**config.mk**
```make
export PLATFORM = sky130hd
export DESIGN_NAME = cpu_divider_flat
export DESIGN_NICKNAME = d
export VERILOG_FILES = /design/src/rtl/cpu_divider_pkg.sv /design/src/rtl/cpu_divider_if.sv /design/src/rtl/cpu_divider_step.sv /design/src/rtl/cpu_divider.sv /design/src/flat_wrapper.sv
export SDC_FILE = /design/constraint.sdc
export NUM_CORES = 1
export LEC_CHECK = 0
export ABC_AREA = 1
export CAP_MARGIN = 20
export CORE_MARGIN = 1
export CORE_UTILIZATION = 25
export DETAILED_ROUTE_END_ITERATION = 10
export GPL_TIMING_DRIVEN = 0
export HOLD_SLACK_MARGIN = 0.15
export PLACE_DENSITY = 0.53
export SLEW_MARGIN = 5
export SYNTH_ARGS = -nofsm -noshare
export SYNTH_HDL_FRONTEND = slang
export SYNTH_SLANG_ARGS = --single-unit
```
**constraint.sdc**
```tcl
create_clock -name clock -period 12 [get_ports clock]
set_input_delay 1.8 -clock clock [delete_from_list [all_inputs] [get_ports clock]]
set_output_delay 1.8 -clock clock [all_outputs]
set_load 0.05 [all_outputs]
```
**src/rtl/cpu_divider_pkg.sv**
```systemverilog
// Shared types and constants for the iterative restoring divider.
// State encodings stay plain logic constants so legacy code can compare raw values.
package cpu_divider_pkg;
   localparam int CPU_DATA_WIDTH    = 32;
   localparam int DIVIDE_ITERATIONS = CPU_DATA_WIDTH;

   typedef logic [1:0] State;
   localparam State WAITING_STATE = 2'd0;
   localparam State LOAD_STATE    = 2'd1;
   localparam State DIVIDE_STATE  = 2'd2;
   localparam State RETURN_STATE  = 2'd3;

   typedef struct packed {
      logic                      is_signed;
      logic [CPU_DATA_WIDTH-1:0] dividend;
      logic [CPU_DATA_WIDTH-1:0] divisor;
   } DivideRequest;
endpackage

```
**src/rtl/cpu_divider_if.sv**
```systemverilog
// EX <-> divider handshake: request channel plus result channel.
interface cpu_divider_if import cpu_divider_pkg::*; #(
   parameter int DATA_WIDTH = CPU_DATA_WIDTH
);
   logic                  divide_valid;
   logic                  divide_ready;
   logic                  divide_signed;
   logic [DATA_WIDTH-1:0] dividend;
   logic [DATA_WIDTH-1:0] divisor;
   logic                  result_valid;
   logic                  result_ready;
   logic [DATA_WIDTH-1:0] quotient;
   logic [DATA_WIDTH-1:0] remainder;

   modport master (
      output divide_valid, divide_signed, dividend, divisor, result_ready,
      input  divide_ready, result_valid, quotient, remainder
   );

   modport slave (
      input  divide_valid, divide_signed, dividend, divisor, result_ready,
      output divide_ready, result_valid, quotient, remainder
   );
endinterface

```
**src/rtl/cpu_divider_step.sv**
```systemverilog
// One restoring-division step: shift in the next dividend bit, subtract the
// divisor if it fits, and report the resulting quotient bit.
module cpu_divider_step #(
   parameter int DATA_WIDTH = 32
) (
   input  logic [DATA_WIDTH-1:0] partial,
   input  logic                  next_bit,
   input  logic [DATA_WIDTH-1:0] divisor,
   output logic [DATA_WIDTH-1:0] partial_next,
   output logic                  q_bit
);
   logic [DATA_WIDTH:0] shifted;
   logic [DATA_WIDTH:0] diff;

   assign shifted = {partial, next_bit};
   assign diff    = shifted - {1'b0, divisor};
   // partial < divisor keeps shifted < 2*divisor, so the top bit of diff is a clean borrow
   assign q_bit        = ~diff[DATA_WIDTH];
   assign partial_next = q_bit ? diff[DATA_WIDTH-1:0] : shifted[DATA_WIDTH-1:0];
endmodule

```
**src/rtl/cpu_divider.sv**
```systemverilog
// Radix-2 restoring divider for MIPS DIV/DIVU: one quotient bit per cycle,
// sign fix-up on the way into RETURN, cancelled by the WB flush.
module cpu_divider import cpu_divider_pkg::*; #(
   parameter int DATA_WIDTH = CPU_DATA_WIDTH
) (
   input  logic          clock,
   input  logic          reset_n,
   input  logic          flush,
   cpu_divider_if.slave  bus
);
   localparam int CW = $clog2(DATA_WIDTH);

   State                  state_q, state_d;
   DivideRequest          req_q, req_d;
   logic                  q_sign_q, q_sign_d;
   logic                  r_sign_q, r_sign_d;
   logic [DATA_WIDTH-1:0] dvd_q, dvd_d;
   logic [DATA_WIDTH-1:0] dvs_q, dvs_d;
   logic [DATA_WIDTH-1:0] part_q, part_d;
   logic [DATA_WIDTH-1:0] quotient_q, quotient_d;
   logic [DATA_WIDTH-1:0] remainder_q, remainder_d;
   logic [CW-1:0]         cnt_q, cnt_d;

   logic [DATA_WIDTH-1:0] part_next;
   logic                  q_bit;
   logic [DATA_WIDTH-1:0] q_final;
   logic                  accept;

   cpu_divider_step #(.DATA_WIDTH(DATA_WIDTH)) u_step (
      .partial      (part_q),
      .next_bit     (dvd_q[DATA_WIDTH-1]),
      .divisor      (dvs_q),
      .partial_next (part_next),
      .q_bit        (q_bit)
   );

   assign bus.divide_ready = (state_q == WAITING_STATE);
   assign bus.result_valid = (state_q == RETURN_STATE);
   assign bus.quotient     = quotient_q;
   assign bus.remainder    = remainder_q;

   assign accept = bus.divide_valid & bus.divide_ready & ~flush;
   // dvd_q doubles as the quotient shift register: dividend bits leave the top, quotient bits enter the bottom
   assign q_final = {dvd_q[DATA_WIDTH-2:0], q_bit};

   always_comb begin
      state_d     = state_q;
      req_d       = req_q;
      q_sign_d    = q_sign_q;
      r_sign_d    = r_sign_q;
      dvd_d       = dvd_q;
      dvs_d       = dvs_q;
      part_d      = part_q;
      quotient_d  = quotient_q;
      remainder_d = remainder_q;
      cnt_d       = cnt_q;
      case (state_q)
         WAITING_STATE: begin
            if (accept) begin
               req_d.is_signed = bus.divide_signed;
               req_d.dividend  = bus.dividend;
               req_d.divisor   = bus.divisor;
               q_sign_d = bus.divide_signed & (bus.dividend[DATA_WIDTH-1] ^ bus.divisor[DATA_WIDTH-1]);
               r_sign_d = bus.divide_signed & bus.dividend[DATA_WIDTH-1];
               state_d  = LOAD_STATE;
            end
         end
         LOAD_STATE: begin
            part_d = '0;
            cnt_d  = '0;
            if (req_q.divisor == '0) begin
               // MIPS leaves this undefined; return all-ones / raw dividend without sign fix
               quotient_d  = '1;
               remainder_d = req_q.dividend;
               state_d     = RETURN_STATE;
            end else begin
               dvd_d   = (req_q.is_signed & req_q.dividend[DATA_WIDTH-1]) ? -req_q.dividend : req_q.dividend;
               dvs_d   = (req_q.is_signed & req_q.divisor[DATA_WIDTH-1])  ? -req_q.divisor  : req_q.divisor;
               state_d = DIVIDE_STATE;
            end
         end
         DIVIDE_STATE: begin
            part_d = part_next;
            dvd_d  = q_final;
            cnt_d  = cnt_q + 1'b1;
            if (cnt_q == CW'(DATA_WIDTH - 1)) begin
               quotient_d  = q_sign_q ? -q_final : q_final;
               remainder_d = r_sign_q ? -part_next : part_next;
               state_d     = RETURN_STATE;
            end
         end
         RETURN_STATE: begin
            if (bus.result_ready) state_d = WAITING_STATE;
         end
         default: state_d = WAITING_STATE;
      endcase
      if (flush) begin
         state_d     = WAITING_STATE;
         quotient_d  = quotient_q;
         remainder_d = remainder_q;
      end
   end

   always_ff @(posedge clock or negedge reset_n) begin
      if (!reset_n) begin
         state_q     <= WAITING_STATE;
         req_q       <= '0;
         q_sign_q    <= 1'b0;
         r_sign_q    <= 1'b0;
         dvd_q       <= '0;
         dvs_q       <= '0;
         part_q      <= '0;
         quotient_q  <= '0;
         remainder_q <= '0;
         cnt_q       <= '0;
      end else begin
         state_q     <= state_d;
         req_q       <= req_d;
         q_sign_q    <= q_sign_d;
         r_sign_q    <= r_sign_d;
         dvd_q       <= dvd_d;
         dvs_q       <= dvs_d;
         part_q      <= part_d;
         quotient_q  <= quotient_d;
         remainder_q <= remainder_d;
         cnt_q       <= cnt_d;
      end
   end
endmodule

```
**src/flat_wrapper.sv**
```systemverilog
// flat-port wrapper written by rule: the top's interface ports become plain ports
module cpu_divider_flat import cpu_divider_pkg::*;
#(
   parameter int DATA_WIDTH = CPU_DATA_WIDTH
)
  (clock, reset_n, flush, bus_divide_valid, bus_divide_signed, bus_dividend, bus_divisor, bus_result_ready, bus_divide_ready, bus_result_valid, bus_quotient, bus_remainder);
  cpu_divider_if #(.DATA_WIDTH(DATA_WIDTH)) bus_i ();
  input  logic clock;
  input  logic reset_n;
  input  logic flush;
  input wire logic [$bits(bus_i.divide_valid)-1:0] bus_divide_valid;
  input wire logic [$bits(bus_i.divide_signed)-1:0] bus_divide_signed;
  input wire logic [$bits(bus_i.dividend)-1:0] bus_dividend;
  input wire logic [$bits(bus_i.divisor)-1:0] bus_divisor;
  input wire logic [$bits(bus_i.result_ready)-1:0] bus_result_ready;
  output wire logic [$bits(bus_i.divide_ready)-1:0] bus_divide_ready;
  output wire logic [$bits(bus_i.result_valid)-1:0] bus_result_valid;
  output wire logic [$bits(bus_i.quotient)-1:0] bus_quotient;
  output wire logic [$bits(bus_i.remainder)-1:0] bus_remainder;
  assign bus_i.divide_valid = bus_divide_valid;
  assign bus_i.divide_signed = bus_divide_signed;
  assign bus_i.dividend = bus_dividend;
  assign bus_i.divisor = bus_divisor;
  assign bus_i.result_ready = bus_result_ready;
  assign bus_divide_ready = bus_i.divide_ready;
  assign bus_result_valid = bus_i.result_valid;
  assign bus_quotient = bus_i.quotient;
  assign bus_remainder = bus_i.remainder;
  cpu_divider #(.DATA_WIDTH(DATA_WIDTH)) u_core (.clock(clock), .reset_n(reset_n), .flush(flush), .bus(bus_i));
endmodule
```
# [Yosys cells after proc, flatten, opt, wreduce, memory -nomap -nowiden]
# Index checks and enable logic that the tools add are counted.
[classes] n_addsub=6 n_mul=0 div=0 magnitude_cmp=0 eq_ne=10 n_shift=0 mux=21 n_bitwise=10 reduce_logical=8
[ops] cell="$mux 32" n=10
[ops] cell="$pmux 32 s2" n=4
[ops] cell="$neg 32->32" n=4
[ops] cell="$sub 33x32->33" n=1
[ops] cell="$logic_not 32->1" n=1
[ops] cell="$pmux 5 s2" n=1
[ops] cell="$mux 2" n=4
[ops] cell="$pmux 2 s4" n=1
[ops] cell="$and 1x1->1" n=6
[ops] cell="$ne 3x3->1 const B" n=2
[ops] cell="$reduce_and 2->1" n=3
[ops] cell="$add 5x1->5 const B" n=1
[ops] cell="$eq 5x5->1 const B" n=1
[ops] cell="$eq 2x2->1 const B" n=2
[ops] cell="$ne 2x1->1 const B" n=2
[ops] cell="$reduce_and 4->1" n=1
[ops] cell="$ne 3x2->1 const B" n=1
[ops] cell="$not 1->1" n=3
[ops] cell="$reduce_and 3->1" n=1
[ops] cell="$eq 2x1->1 const B" n=1
[ops] cell="$logic_not 2->1" n=1
[ops] cell="$ne 2x2->1 const B" n=1
[ops] cell="$reduce_bool 2->1" n=1
[ops] cell="$mux 1" n=1
[ops] cell="$xor 1x1->1" n=1
[totals] reg_bits=234 latch_bits=0 mem_bits_rw=0 romBits=0 inputBits=70 output_inout_bits=66 wordCells=67 mem_count=0

# [Longest topological paths before layout]
[depth] ltp_word=6 depth_mapped=29

# [Modules after synthesis]
# Synthesis repeated with hierarchy kept, for this count alone.
[hier_totals] hier_cells=2602 area_unflattened_um2=16330.7
[by_module_without_submodules] module="cpu_divider" n_inst=1 cells_per_inst=1922 area_each_um2=13180.1 seq_area_each_um2=5855.6
[by_module_without_submodules] module="cpu_divider_step" n_inst=1 cells_per_inst=680 area_each_um2=3150.5 seq_area_each_um2=0.0

# [Worst setup path before layout]
# Ideal clock, no wire load.
[synth_path] path_kind="flip-flop to flip-flop" from="register u_core.dvd_q[31]" to="register u_core.quotient_q[30], in the netlist u_core.bus.quotient[30]" arrival_ns=3.884 setup_slack_ns=8.036 path_stages_with_launch=28 synth_period_minus_slack_ns=3.964 cell_sequence="dfrtp_1 inv_1 ha_1 inv_1 fa_1 nand2_1 nand2_1 nand3_1 nand2_2 nand2_1 nand2_2 nand2_4 nand3_2 nand2_4 buf_8 buf_2 ha_1 nand3_1 nor3_1 nand3_1 inv_1 nand3_1 o21ai_0 o21ai_0 a21oi_1 o21ai_0 xor2_1 a2bb2oi_1"
[synth_between] elab_chain_cells=6
[synth_lines] element="start, declared" line="cpu_divider.sv:17" source="logic [DATA_WIDTH-1:0] dvd_q, dvd_d;"
[synth_lines] element="start signal, assigned" line="cpu_divider.sv:121" source="dvd_q <= dvd_d;"
[synth_lines] element="$sub 33x32->33" line="cpu_divider_step.sv:16" source="assign diff = shifted - {1'b0, divisor};"
[synth_lines] element="$not 1->1" line="cpu_divider_step.sv:18" source="assign q_bit = ~diff[DATA_WIDTH];"
[synth_lines] element="$neg 32->32" line="cpu_divider.sv:87" source="quotient_d = q_sign_q ? -q_final : q_final;"
[synth_lines] element="$mux 32" line="cpu_divider.sv:87"
[synth_lines] element="$mux 32" line="cpu_divider.sv:86" source="if (cnt_q == CW'(DATA_WIDTH - 1)) begin"
[synth_lines] element="$pmux 32 s2" line="cpu_divider.sv:57" source="case (state_q)"
[synth_lines] element="end signal, assigned" line="cpu_divider.sv:124" source="quotient_q <= quotient_d;"
[synth_lines] element="end, declared" line="cpu_divider.sv:20" source="logic [DATA_WIDTH-1:0] quotient_q, quotient_d;"
# Every way passes these cells. The select of a mux whose other input is x is not followed.
# A chain may end at the register's enable or synchronous reset.

# [Worst setup path after layout]
# Same ends and word-level chain as after synthesis.

==> results.py <==
metrics = {
    "routing": {
        "first_pass_iters": 6,
        "drtAntennaViolNets": 0,
        "vias_cell": 4.72,
        "routed-via-count": 15900,
        "initial_detailed_routing_violation_count": 1434,
        "wl_um": 59300,
        "drt_drc_violations_left": 0,
        "routedWlPerCell_um": 17.6,
    },
    "run_status": {
        "outcome": "finished, final reports clean",
    },
    "cts": {
        "number_of_post_cts_setup_repair_buffers": 0,
        "cts_root_buffer": "sky130_fd_sc_hd__clkbuf_16",
        "clock-sinks": 234,
        "post_cts_hold_buffer_count": 0,
        "post_cts_resized": 0,
        "worst_skew_late_latency_ps": 580,
        "number_of_clock_buffers_inserted_by_tritoncts": 28,
        "clock_tree.buffer_depth": 3,
        "tritoncts": "yes",
        "htreeDepth": 1,
        "cts.clk_slew.worst_paths_ps": 60,
    },
    "worst_setup_path": {
        "worstSetupStartpoint": "u_core.dvd_q[31]",
        "critical_path_arrival_ps": 5680,
        "critical_path.slowest_cell": "sky130_fd_sc_hd__fa_1",
        "reg2reg_setup_slack_ps": 6770,
        "crit_path_end": "u_core.bus.quotient[30]",
        "timing.critical_path.to_type": "flip-flop",
        "setup.worst_path.start_class": "flip-flop",
        "endpoint_of_the_lowest_slack_register_to_register_path": "u_core.bus.quotient[30]",
        "largest_fanout_of_any_net_on_the_critical_path": 10,
        "worst_ep_required_time_ps": 12450,
        "r2r.worst_path.cells": 27,
        "crit_path_frequent_cell": "sky130_fd_sc_hd__nand3_1",
        "slowest_delay_ps": 440,
        "setup.worst_path.class": "flip-flop to flip-flop",
        "r2r-start": "u_core.dvd_q[31]",
    },
    "yosys": {
        "netlist_top_cells_count": "791 x sky130_fd_sc_hd__nand2_1, 296 x sky130_fd_sc_hd__inv_1, 234 x sky130_fd_sc_hd__dfrtp_1",
        "synth.yosys.warnings": 0,
        "synth_area_leaders": "sky130_fd_sc_hd__dfrtp_1 37%, sky130_fd_sc_hd__nand2_1 19%, sky130_fd_sc_hd__inv_1 7.0%",
        "yosys.area.top_type": "sky130_fd_sc_hd__dfrtp_1",
        "post_synth_instance_area_sq_um": 15900,
        "async_flop_share_pct": 100,
        "postSynthNetCount": 2451,
        "synth.avg_cell_area_sq_um": 6.82,
        "synth_top_area_share_pct": 36.7,
        "synth_cells": 2337,
        "post-synth-top-count-cell": "sky130_fd_sc_hd__nand2_1",
        "yosys.cell_types.count": 59,
        "ys_seq_elements": 234,
        "portion_of_the_post_synthesis_area_used_by_sequential_elements_pct": 36.7,
        "synth_enable_flop_cells": 0,
        "prevailing_post_synth_register_cell": "sky130_fd_sc_hd__dfrtp_1",
    },
    "timing": {
        "clock.fmax_ghz": 0.191,
        "timing.final.setup_violations": 0,
        "post-route-period-util_pct": 43.6,
        "min_period_ps": 5230,
        "final_max_slew_viol_count": 0,
        "total_negative_setup_slack_ps": 0,
        "timing.clock.skew_ps": 31.4,
        "worst-slew-pin-transition_ps": 952,
        "setup_repair_after_global_routing_missed_its_margin": "false",
        "maxSlewHeadroom_pct": 36.5,
        "report.final.hold_viol_count": 0,
    },
    "flow_run": {
        "maxCapViolations": 0,
    },
    "floorplanning": {
        "initial_core_util_pct": 25.3,
        "die_area_sq_um": 64800,
        "boundaryPins": 136,
        "core_area_sq_um": 63100,
        "num_rows": 92,
        "die_width_um": 255,
        "dieHeight_um": 255,
    },
    "hold_path": {
        "worst_hold_path_type": "flip-flop to flip-flop",
    },
    "power": {
        "vdd.ir_drop.worst_mv": 0.125,
        "power.density_cell_area_nw_per_um2": 253,
        "total_leakage_power_uw": 0.00960,
    },
    "cells_and_area": {
        "antenna_cells": 0,
        "final_layout_net_count": 2618,
        "postLayoutCoreUtil_pct": 30.9,
        "area_growth_pct": 22.1,
        "design_area_sq_um": 19500,
        "drive_above_1_share_pct": 5.43,
    },
    "placement": {
        "postPlaceCellArea_sq_um": 18400,
        "globalplace.congestion": 0.971,
        "numPortBuffers": 135,
        "detailed_place_hpwl_um": 47600,
    },
    "grt": {
        "antenna_found_initial": 0,
        "grt.overflow.total": 0,
        "grt_pass1_vias": 15600,
        "grt.total_usage_pct": 18.5,
        "pin_count_of_the_biggest_net_entering_global_routing": 109,
        "grt_pass1_wl_um": 92000,
    },
}
## power breakdown
group / leakage [uW] / total, uW / switching (uW) / internal (uW)
Combinational: 0.00624 / 2540 / 1740 / 800
Clock: 0.000511 / 980 / 365 / 615
Sequential: 0.00285 / 1400 / 310 / 1090
Total: 0.00960 / 4930 / 2420 / 2510
## worst min path at each step
| stage | from | to | slack, ps | cells after the start |
|---|---|---|---|---|
| 3_5_place_dp | u_core.bus.quotient[0] | u_core.bus.quotient[0] | 460 | 2 |
| 5_1_grt | u_core.bus.quotient[0] | u_core.bus.quotient[0] | 490 | 2 |
| 6_report | u_core.bus.quotient[0] | u_core.bus.quotient[0] | 470 | 2 |
| 2_1_floorplan | u_core.dvs_q[10] | u_core.dvs_q[10] | 450 | 2 |
| 3_3_place_gp | u_core.bus.quotient[0] | u_core.bus.quotient[0] | 460 | 2 |
| 4_1_cts | u_core.bus.quotient[0] | u_core.bus.quotient[0] | 480 | 2 |
## layout by cell type (no fill, tap or decap), types with 8 or more instances in the layout
| master | synthesis | routed |
|---|---|---|
| sky130_fd_sc_hd__xnor2_1 | 18 | 18 |
| sky130_fd_sc_hd__or2_2 | 15 | 15 |
| sky130_fd_sc_hd__o21ai_1 | 9 | 9 |
| sky130_fd_sc_hd__xor2_1 | 43 | 43 |
| sky130_fd_sc_hd__o211ai_1 | 14 | 14 |
| sky130_fd_sc_hd__o21ai_0 | 154 | 154 |
| sky130_fd_sc_hd__nand2_2 | 25 | 25 |
| sky130_fd_sc_hd__a2bb2oi_1 | 21 | 21 |
| sky130_fd_sc_hd__dfrtp_1 | 234 | 234 |
| sky130_fd_sc_hd__ha_1 | 43 | 43 |
| sky130_fd_sc_hd__nor2_2 | 8 | 8 |
| sky130_fd_sc_hd__a21oi_1 | 83 | 83 |
| sky130_fd_sc_hd__a31oi_1 | 9 | 9 |
| sky130_fd_sc_hd__nor2_1 | 158 | 158 |
| sky130_fd_sc_hd__inv_1 | 296 | 296 |
| sky130_fd_sc_hd__nand4_1 | 22 | 22 |
| sky130_fd_sc_hd__o22ai_1 | 38 | 38 |
| sky130_fd_sc_hd__nand2_1 | 791 | 791 |
| sky130_fd_sc_hd__nor4_1 | 9 | 9 |
| sky130_fd_sc_hd__clkbuf_1 | 63 | 67 |
| sky130_fd_sc_hd__clkdlybuf4s50_1 | 0 | 134 |
| sky130_fd_sc_hd__nand2_4 | 8 | 8 |
| sky130_fd_sc_hd__nand3_1 | 133 | 133 |
| sky130_fd_sc_hd__nor3_1 | 39 | 39 |
| sky130_fd_sc_hd__clkbuf_16 | 0 | 28 |
## area by class of cell
class	instances	area, sq um
buffer	83	384
clock buffer	38	798
clock inverter	13	260
fill	7044	43600
inverter	304	1140
multi-input combinational	1716	8560
sequential	234	5860
tap	846	1060
timing repair buffer	137	1410
## state kept, by name, indices dropped and copies added, names as in the netlist
signal,count
u_core.req_q,65
u_core.part_q,32
u_core.r_sign_q,1
u_core.state_q,2
u_core.bus.remainder,32
u_core.dvs_q,32
u_core.q_sign_q,1
u_core.dvd_q,32
u_core.bus.quotient,32
u_core.cnt_q,5
## logic make-up after synthesis
group           Yosys count  synth area share, %
compound gates          375                 13.8
xor+xnor                 61                 3.35
flops                   234                 36.7
buf+inv                 387                 9.57
simple gates           1230                 32.6
fa+ha+maj                44                 3.50
mux                       6                0.377
## stage by stage
step	power, uW	setup slack [ps]	hold WS, ps	instances
after floorplan	3020	8040	453	2337
after global placement	3920	-1650	463	3318
after detailed placement	3930	6810	464	3320
after CTS	4920	6790	478	3371
after global routing	5270	6280	489	3371
final	4930	6770	475	3371
## layer usage
layer	part of all wire [%]	vias up	global-route usage, %
met2	44	467	29.3
met4	1.9	0	4.01
met3	6.2	72	2.86
met1	48	7500	26.4
met5	0	-	0
li1	-	7880	-
## worst max-delay path, delay by kind of cell (launching register included)
kind,cells,cell delay (ps)
AOI/OAI and AO/OA,5,1040
xor gates and xnor gates,1,220
adders and majority gates,3,860
buffers and inverters,5,770
DFF,1,410
and+or+nand+nor,13,1760
(Power assumes the default switching activity.)
